### config.mk
export PLATFORM = sky130hd
export DESIGN_NAME = aes_key_sync_source_flat
export DESIGN_NICKNAME = d
export VERILOG_FILES = /design/src/rtl/aes_key_sync_source_if.sv /design/src/rtl/aes_key_sync_source.sv /design/src/flat_wrapper.sv
export SDC_FILE = /design/constraint.sdc
export NUM_CORES = 1
export LEC_CHECK = 0
export CORE_MARGIN = 1.5
export CORE_UTILIZATION = 44
export DETAILED_ROUTE_END_ITERATION = 8
export GPL_TIMING_DRIVEN = 0
export PLACE_DENSITY_LB_ADDON = 0.05
export RECOVER_POWER = 50
export SYNTH_ARGS = -nofsm -noshare
export SYNTH_HDL_FRONTEND = slang
export SYNTH_SLANG_ARGS = --single-unit
### constraint.sdc
create_clock -name clk -period 2.9 [get_ports clk]
set_clock_uncertainty 0.2 [all_clocks]
set_input_delay 0.58 -clock clk [delete_from_list [all_inputs] [get_ports clk]]
set_output_delay 0.58 -clock clk [all_outputs]
set_load 0.01 [all_outputs]
### src/rtl/aes_key_sync_source_if.sv
// dvr_key_if: key/sync offer channel (valid/rdy handshake carrying key and sync words)
interface dvr_key_if #(
   parameter int DATA_WIDTH_IN_BYTES = 16
);
   localparam int W = DATA_WIDTH_IN_BYTES * 8;
   logic         valid;
   logic         rdy;
   logic [W-1:0] key;
   logic [W-1:0] sync;
   modport master (output valid, output key, output sync, input rdy);
   modport slave  (input valid, input key, input sync, output rdy);
endinterface

### src/rtl/aes_key_sync_source.sv
// aes_key_sync_source: offers key/sync pairs once per message and tracks the encrypted stream
module aes_key_sync_source #(
   parameter int DATA_WIDTH_IN_BYTES = 16,
   localparam int W = DATA_WIDTH_IN_BYTES * 8
) (
   input  logic         clk,
   input  logic         rst,
   dvr_key_if.master    key_and_sync,
   input  logic [W-1:0] cfg_key,
   input  logic         cfg_key_wr,
   input  logic [W-1:0] cfg_seed,
   input  logic         cfg_seed_wr,
   input  logic         enable,
   input  logic         msg_valid,
   input  logic         msg_rdy,
   input  logic         msg_eop,
   output logic [31:0]  offer_count,
   output logic         seq_error,
   output logic         sync_wrap
);
   typedef enum logic [1:0] {NO_KEY, IDLE, OFFER, IN_MSG} state_t;
   state_t       state_q, state_d;
   logic         valid_q, valid_d;
   logic [W-1:0] key_q, key_d, sync_q, sync_d;
   logic [W-1:0] key_sh_q, key_sh_d, seed_sh_q, seed_sh_d;
   logic         key_pend_q, key_pend_d, seed_pend_q, seed_pend_d;
   logic [31:0]  cnt_q, cnt_d;
   logic         seq_err_q, seq_err_d, wrap_q, wrap_d;
   logic         beat, accept, entry;
   // next-state, shadow/active register updates and status pulses
   always_comb begin
      beat = msg_valid & msg_rdy;
      accept = valid_q & key_and_sync.rdy;
      entry = (state_q == IDLE) & enable;
      state_d = state_q;
      case (state_q)
         NO_KEY:  state_d = cfg_key_wr ? IDLE : NO_KEY;
         IDLE:    state_d = enable ? OFFER : IDLE;
         OFFER:   state_d = accept ? IN_MSG : OFFER;
         IN_MSG:  state_d = (beat & msg_eop) ? IDLE : IN_MSG;
         default: state_d = NO_KEY;
      endcase
      valid_d = state_d == OFFER;
      key_sh_d = cfg_key_wr ? cfg_key : key_sh_q;
      seed_sh_d = cfg_seed_wr ? cfg_seed : seed_sh_q;
      key_pend_d = entry ? 1'b0 : (key_pend_q | cfg_key_wr);
      seed_pend_d = entry ? 1'b0 : (seed_pend_q | cfg_seed_wr);
      key_d = (entry & (key_pend_q | cfg_key_wr)) ? key_sh_d : key_q;
      sync_d = (entry & (seed_pend_q | cfg_seed_wr)) ? seed_sh_d :
               (accept & ~seed_pend_q) ? sync_q + W'(1) : sync_q;
      wrap_d = accept & ~seed_pend_q & (&sync_q);
      cnt_d = cnt_q + {31'b0, accept};
      seq_err_d = beat & (state_q != IN_MSG);
   end
   // state and data registers with synchronous active-low reset
   always_ff @(posedge clk) begin
      if (!rst) begin
         state_q <= NO_KEY;
         valid_q <= 1'b0;
         key_q <= '0;
         sync_q <= '0;
         key_sh_q <= '0;
         seed_sh_q <= '0;
         key_pend_q <= 1'b0;
         seed_pend_q <= 1'b0;
         cnt_q <= '0;
         seq_err_q <= 1'b0;
         wrap_q <= 1'b0;
      end else begin
         state_q <= state_d;
         valid_q <= valid_d;
         key_q <= key_d;
         sync_q <= sync_d;
         key_sh_q <= key_sh_d;
         seed_sh_q <= seed_sh_d;
         key_pend_q <= key_pend_d;
         seed_pend_q <= seed_pend_d;
         cnt_q <= cnt_d;
         seq_err_q <= seq_err_d;
         wrap_q <= wrap_d;
      end
   end
   assign key_and_sync.valid = valid_q;
   assign key_and_sync.key = key_q;
   assign key_and_sync.sync = sync_q;
   assign offer_count = cnt_q;
   assign seq_error = seq_err_q;
   assign sync_wrap = wrap_q;
endmodule

### src/flat_wrapper.sv
// flat-port wrapper written by rule: the top's interface ports become plain ports
module aes_key_sync_source_flat 
#(
   parameter int DATA_WIDTH_IN_BYTES = 16,
   localparam int W = DATA_WIDTH_IN_BYTES * 8
)
  (clk, rst, cfg_key, cfg_key_wr, cfg_seed, cfg_seed_wr, enable, msg_valid, msg_rdy, msg_eop, offer_count, seq_error, sync_wrap, key_and_sync_valid, key_and_sync_key, key_and_sync_sync, key_and_sync_rdy);
  dvr_key_if #(.DATA_WIDTH_IN_BYTES(DATA_WIDTH_IN_BYTES)) key_and_sync_i ();
  input  logic clk;
  input  logic rst;
  input  logic [W-1:0] cfg_key;
  input  logic cfg_key_wr;
  input  logic [W-1:0] cfg_seed;
  input  logic cfg_seed_wr;
  input  logic enable;
  input  logic msg_valid;
  input  logic msg_rdy;
  input  logic msg_eop;
  output logic [31:0] offer_count;
  output logic seq_error;
  output logic sync_wrap;
  output wire logic [$bits(key_and_sync_i.valid)-1:0] key_and_sync_valid;
  output wire logic [$bits(key_and_sync_i.key)-1:0] key_and_sync_key;
  output wire logic [$bits(key_and_sync_i.sync)-1:0] key_and_sync_sync;
  input wire logic [$bits(key_and_sync_i.rdy)-1:0] key_and_sync_rdy;
  assign key_and_sync_valid = key_and_sync_i.valid;
  assign key_and_sync_key = key_and_sync_i.key;
  assign key_and_sync_sync = key_and_sync_i.sync;
  assign key_and_sync_i.rdy = key_and_sync_rdy;
  aes_key_sync_source #(.DATA_WIDTH_IN_BYTES(DATA_WIDTH_IN_BYTES)) u_core (.clk(clk), .rst(rst), .key_and_sync(key_and_sync_i), .cfg_key(cfg_key), .cfg_key_wr(cfg_key_wr), .cfg_seed(cfg_seed), .cfg_seed_wr(cfg_seed_wr), .enable(enable), .msg_valid(msg_valid), .msg_rdy(msg_rdy), .msg_eop(msg_eop), .offer_count(offer_count), .seq_error(seq_error), .sync_wrap(sync_wrap));
endmodule
Yosys cells after proc, flatten, opt, wreduce, memory -nomap -nowiden
Cells that the tools add are included.
- $lt $le $gt $ge: 0
- reduce and logical (&&, ||, !) cells: 4
- shifts and indexed selects: 0
- multipliers: 0
- bitwise operators: 13
- add/subtract/negate cells: 2
- eq/ne operators: 5
- div/mod/pow operators: 0
- multiplexer cells: 9
- operators by type and width (kind ; number):
    128-bit 2-to-1 mux ; 4
    128-bit by 1-bit adder with 128-bit output (second input constant) ; 1
    128-bit AND reduction ; 1
    32-bit by 1-bit adder with 32-bit output ; 1
    1-bit AND ; 9
    2-bit one-hot mux with 4 select lines ; 1
    2-bit equality test (second input constant) ; 3
    2-bit 2-to-1 mux ; 2
    2-bit by 1-bit equality test with 1-bit output (second input constant) ; 1
    2-bit zero test ; 1
    1-bit 2-to-1 mux ; 2
    2-bit inequality test (second input constant) ; 1
    1-bit NOT ; 2
    1-bit OR ; 2
    2-bit nonzero test ; 1
    2-bit OR reduction ; 1
- input bits: 265
- word-level logic and storage cells: 44
- ROM bits: 0
- memories: 0
- bits in registers: 551
- RAM bits: 0
- output and inout bits: 291
- latch bits: 0

Logic depth before layout (Yosys ltp)
- word-level depth: 5
- depth in mapped cells: 9
- gate-level depth less buffers: 9

Least setup slack after synthesis
No wires, ideal clock.
- kind: register -> register
- start point: register u_core.sync_q[64] (netlist: u_core.key_and_sync.sync[64])
- end point: register u_core.sync_q[127] (netlist: u_core.key_and_sync.sync[127])
- path buffers: 3
- data arrival time: 2.707 ns
- setup slack: -0.069 ns
- cell stages (with the launch flop): 10
- setup time: 0.062 ns
- required time: 2.638 ns
- cells stage by stage: dfxtp_1 -> clkbuf_1 -> nand4_1 -> or4_4 -> buf_6 -> nor4_4 -> or4b_1 -> buf_2 -> or4b_1 -> nand3_1
- word-level cells in the longest chain between the ends: 3
- RTL lines (what ; RTL line ; RTL):
    from (decl) ; aes_key_sync_source.sv:24 ; logic [W-1:0] key_q, key_d, sync_q, sync_d;
    from (signal assigned) ; aes_key_sync_source.sv:73 ; sync_q <= sync_d;
    128-bit by 1-bit adder with 128-bit output ; aes_key_sync_source.sv:50 ; (accept & ~seed_pend_q) ? sync_q + W'(1) : sync_q;
    128-bit 2-to-1 mux ; aes_key_sync_source.sv:50 ;
    128-bit 2-to-1 mux ; aes_key_sync_source.sv:49 ; sync_d = (entry & (seed_pend_q | cfg_seed_wr)) ? seed_sh_d :
Every way passes these cells. The select of a mux whose other input is x is not followed.
A chain may end at the register's enable or synchronous reset.

Worst setup path after layout
- start point: register u_core.sync_q[85] (netlist: u_core.key_and_sync.sync[85])
- end point: register u_core.sync_q[127] (netlist: u_core.key_and_sync.sync[127])
Same word-level chain as after synthesis.

==> impl_metrics.yaml <==
worst_hold_path:
  whs_endpoint: "u_core.key_pend_q"
  hp-start: "cfg_key_wr"
  hold_path.class: "in2reg"
  holdPathStages: 3
placement:
  gp_congestion: 0.965
  dp.cells: 3687
  dpl_cell_area_um2: 28800
  post-dp-hpwl_mm: 69.7
  portBuffers: 554
yosys:
  yosysSeqAreaShare: 0.492
  syn-mean-instance-area_um2: 9.11
  synth_top_cell_by_area: "dfxtp_1"
  synth_cells: 2460
  synth_edf_count: 0
  synth_top_cell_area_share: 0.492
  synthArstFlopShare: 0
  ys_top_cells_by_area: "dfxtp_1 (49%), mux2i_1 (12%), nor2_1 (8.3%)"
  synthesis.nets: 2728
  synth_cell_type_count: 58
  synthesis.area_um2: 22400
  synth_top_flop_cell: "dfxtp_1"
  yosys_warnings: 0
  ys_ff_latch: 551
floorplan:
  die-area_um2: 52300
  core_um2: 50300
  std_cell_rows: 82
  initial_utilization: 0.446
  die_w_um: 229
  pin_count: 556
  die_h_um: 229
timing:
  post-route-min-period_ps: 2940
  worstMarginPinSlew_ps: 918
  finalMaxSlewViolations: 0
  setup_viol: 11
  rsz0062_at_grt: "yes"
  timing.fmax_mhz: 340
  hold-worst-slack_ps: 194
  tns_ps: -188
  post-route-period-util: 1.01
  worst_slack_ps: -36.9
  max-slew-margin-rel: 0.388
  final_hold_viol_count: 0
setup_path:
  path_max_fanout: 6
  reg2reg_setup_slack_ps: -40
  crit_type: "reg2reg"
  cp.arrival_ps: 3300
  worstReg2RegStart: "u_core.key_and_sync.sync[85]"
  start_kind: "flip-flop"
  critPathCaptureType: "flip-flop"
  timing.rr.end: "u_core.key_and_sync.sync[127]"
  required_ps: 3260
  reg2reg_depth: 6
clock_tree:
  cts_tree: "done"
  insertion_delay_ps: 630
  cts.clk_slew.worst_paths_ps: 70
  cts_root_buf: "clkbuf_16"
  hold_buffers: 0
  ctsLongestPathBuffers: 3
  numCtsBuffers: 57
  htree_levels: 2
  cts_sinks: 551
outcome:
  outcome: "finished, violations left"
  violations: "negative setup slack"
power:
  switching_share: 0.253
  p_int_mw: 13.5
  cellPowerDensity_nw_per_um2: 570
  peakVddDrop_mv: 0.515
  pwr-share-comb: 0.122
  p_leak_nw: 12.3
  p_sw_mw: 4.58
  pwr-share-seq: 0.458
  clockPowerShare: 0.420
global_route:
  grt_usage: 0.336
  grt_max_degree: 16
  first_global_vias: 21235
  overflow: 0
  grt_pass1_wl_mm: 134
  antenna_found_initial: 12
final_layout:
  final_nets: 3390
  layout.cells.non_filler: 3841
  fin_util: 0.631
  final_common_cell: "dfxtp_1"
  final_cell_mix: "dfxtp_1 (530), nor2_1 (490), clkdlybuf4s50_1 (434), mux2i_1 (264), nand2_1 (161)"
  area_delta_synth_final_pct: 41.4
  drive_gt1_frac: 0.0853
  final_area_um2: 31700
route:
  drcViolationCount: 0
  ant_nets: 0
  vias_per_cell: 5.65
  dr.pass1.iters: 5
  wl_per_cell_um: 23.6
  drt-total-wl_mm: 90.8
  via_count: 21693
  drt_iter0_drc: 1748
run:
  max_cap_violations: 0
[sequential cells by signal, summed over array words and instances, names as in the netlist]
name and count:
u_core.key_and_sync.key 128, u_core.key_and_sync.sync 128, u_core.key_sh_q 128, u_core.seed_sh_q 128
u_core.offer_count 32, u_core.state_q 2, u_core.key_and_sync.valid 1, u_core.key_pend_q 1
u_core.seed_pend_q 1, u_core.seq_error 1, u_core.sync_wrap 1
[synth_stat cells (2+ instances only)]
cell type,number
buf_2,2
buf_1,28
nand4_1,90
ha_1,3
nand4_2,2
a32oi_1,2
nor3_1,62
nand3_1,78
a2bb2oi_1,4
o21ai_1,7
nor4_1,57
and2_1,9
nand2b_1,2
a211oi_1,152
o22ai_1,6
clkbuf_1,131
mux2i_1,264
o31ai_1,2
o2bb2ai_1,3
nor2b_1,2
nor4_2,2
inv_1,16
a22o_1,23
nor4b_1,2
o211a_1,4
or4_1,7
or3_1,18
nand3b_1,3
and3_1,26
o21ai_0,15
or2_2,3
a2111oi_0,5
a21oi_1,42
nand2_1,163
and2_0,2
xor2_1,48
nor2_1,497
nand4b_1,3
and4_1,16
a31oi_1,8
or4b_1,2
xnor2_1,83
dfxtp_1,551
[cell families after synthesis]
| group | count (synthesis) | synth area share |
|---|---|---|
| flops | 551 | 0.492 |
| compound gates | 279 | 0.0883 |
| fa+ha+maj | 3 | 0.00167 |
| xor+xnor | 131 | 0.0512 |
| simple gates | 1053 | 0.218 |
| mux | 265 | 0.118 |
| buf+inv | 178 | 0.0302 |
[cell type report]
cell class | count | area [µm²]
Timing Repair Buffer | 611 | 5970
Tap cell | 672 | 841
Buffer | 154 | 654
Fill cell | 4332 | 18600
Clock buffer | 80 | 1620
Multi-Input combinational cell | 1731 | 11200
Inverter | 16 | 60.1
Antenna cell | 3 | 7.51
Clock inverter | 23 | 309
Sequential cell | 551 | 11100
[critical path, cell delays in order (launching register included)]
cell and delay (ps):
dfxtp_1 530, nand3_2 200, or3_1 510, nor4_4 310, or4b_4 560, or4b_1 480, nand3_1 100
[power by group through the flow]
stage,registers (mW),clock network [mW],logic (mW)
after detailed placement,8.43,0,2.20
after floorplan,8.44,0,0.940
after global placement,8.41,0,2.16
final,8.28,7.59,2.20
after CTS,8.27,7.65,2.22
after global routing,8.31,7.98,2.35
[timing repair]
action	4_1_cts	5_1_grt
pin swaps	17	19
cloned	0	0
setup endpoints to repair	334	97
gates resized for setup	94	53
buffers inserted	37	19
[metrics by stage]
step                setup WS, ps  power, mW
global route               -64.9       18.6
CTS                        -4.09       18.1
detailed placement         -1440       10.6
finish                     -36.9       18.1
global placement           -1560       10.6
floorplan                   11.8       9.38
[how the worst max path moves through the flow]
stage | from | endpoint | slack, ps
finish | u_core.key_and_sync.sync[85] | u_core.key_and_sync.sync[127] | -40
global route | u_core.key_and_sync.sync[85] | u_core.key_and_sync.sync[127] | -60
CTS | u_core.key_and_sync.sync[0] | u_core.key_and_sync.sync[90] | -4
detailed placement | rst | u_core.seed_sh_q[111] | -1440
global placement | key_and_sync_rdy | u_core.key_and_sync.sync[89] | -1560
floorplan | u_core.key_and_sync.sync[64] | u_core.key_and_sync.sync[127] | 10
[metal layers]
| metal | GRT usage | up-vias | share of wire |
|---|---|---|---|
| li1 | - | 10033 | - |
| met1 | 0.445 | 10573 | 0.43 |
| met2 | 0.530 | 897 | 0.45 |
| met3 | 0.0889 | 172 | 0.089 |
| met4 | 0.111 | 18 | 0.031 |
| met5 | 0 | - | 0.0014 |
Power figures use the tool's default switching activity.
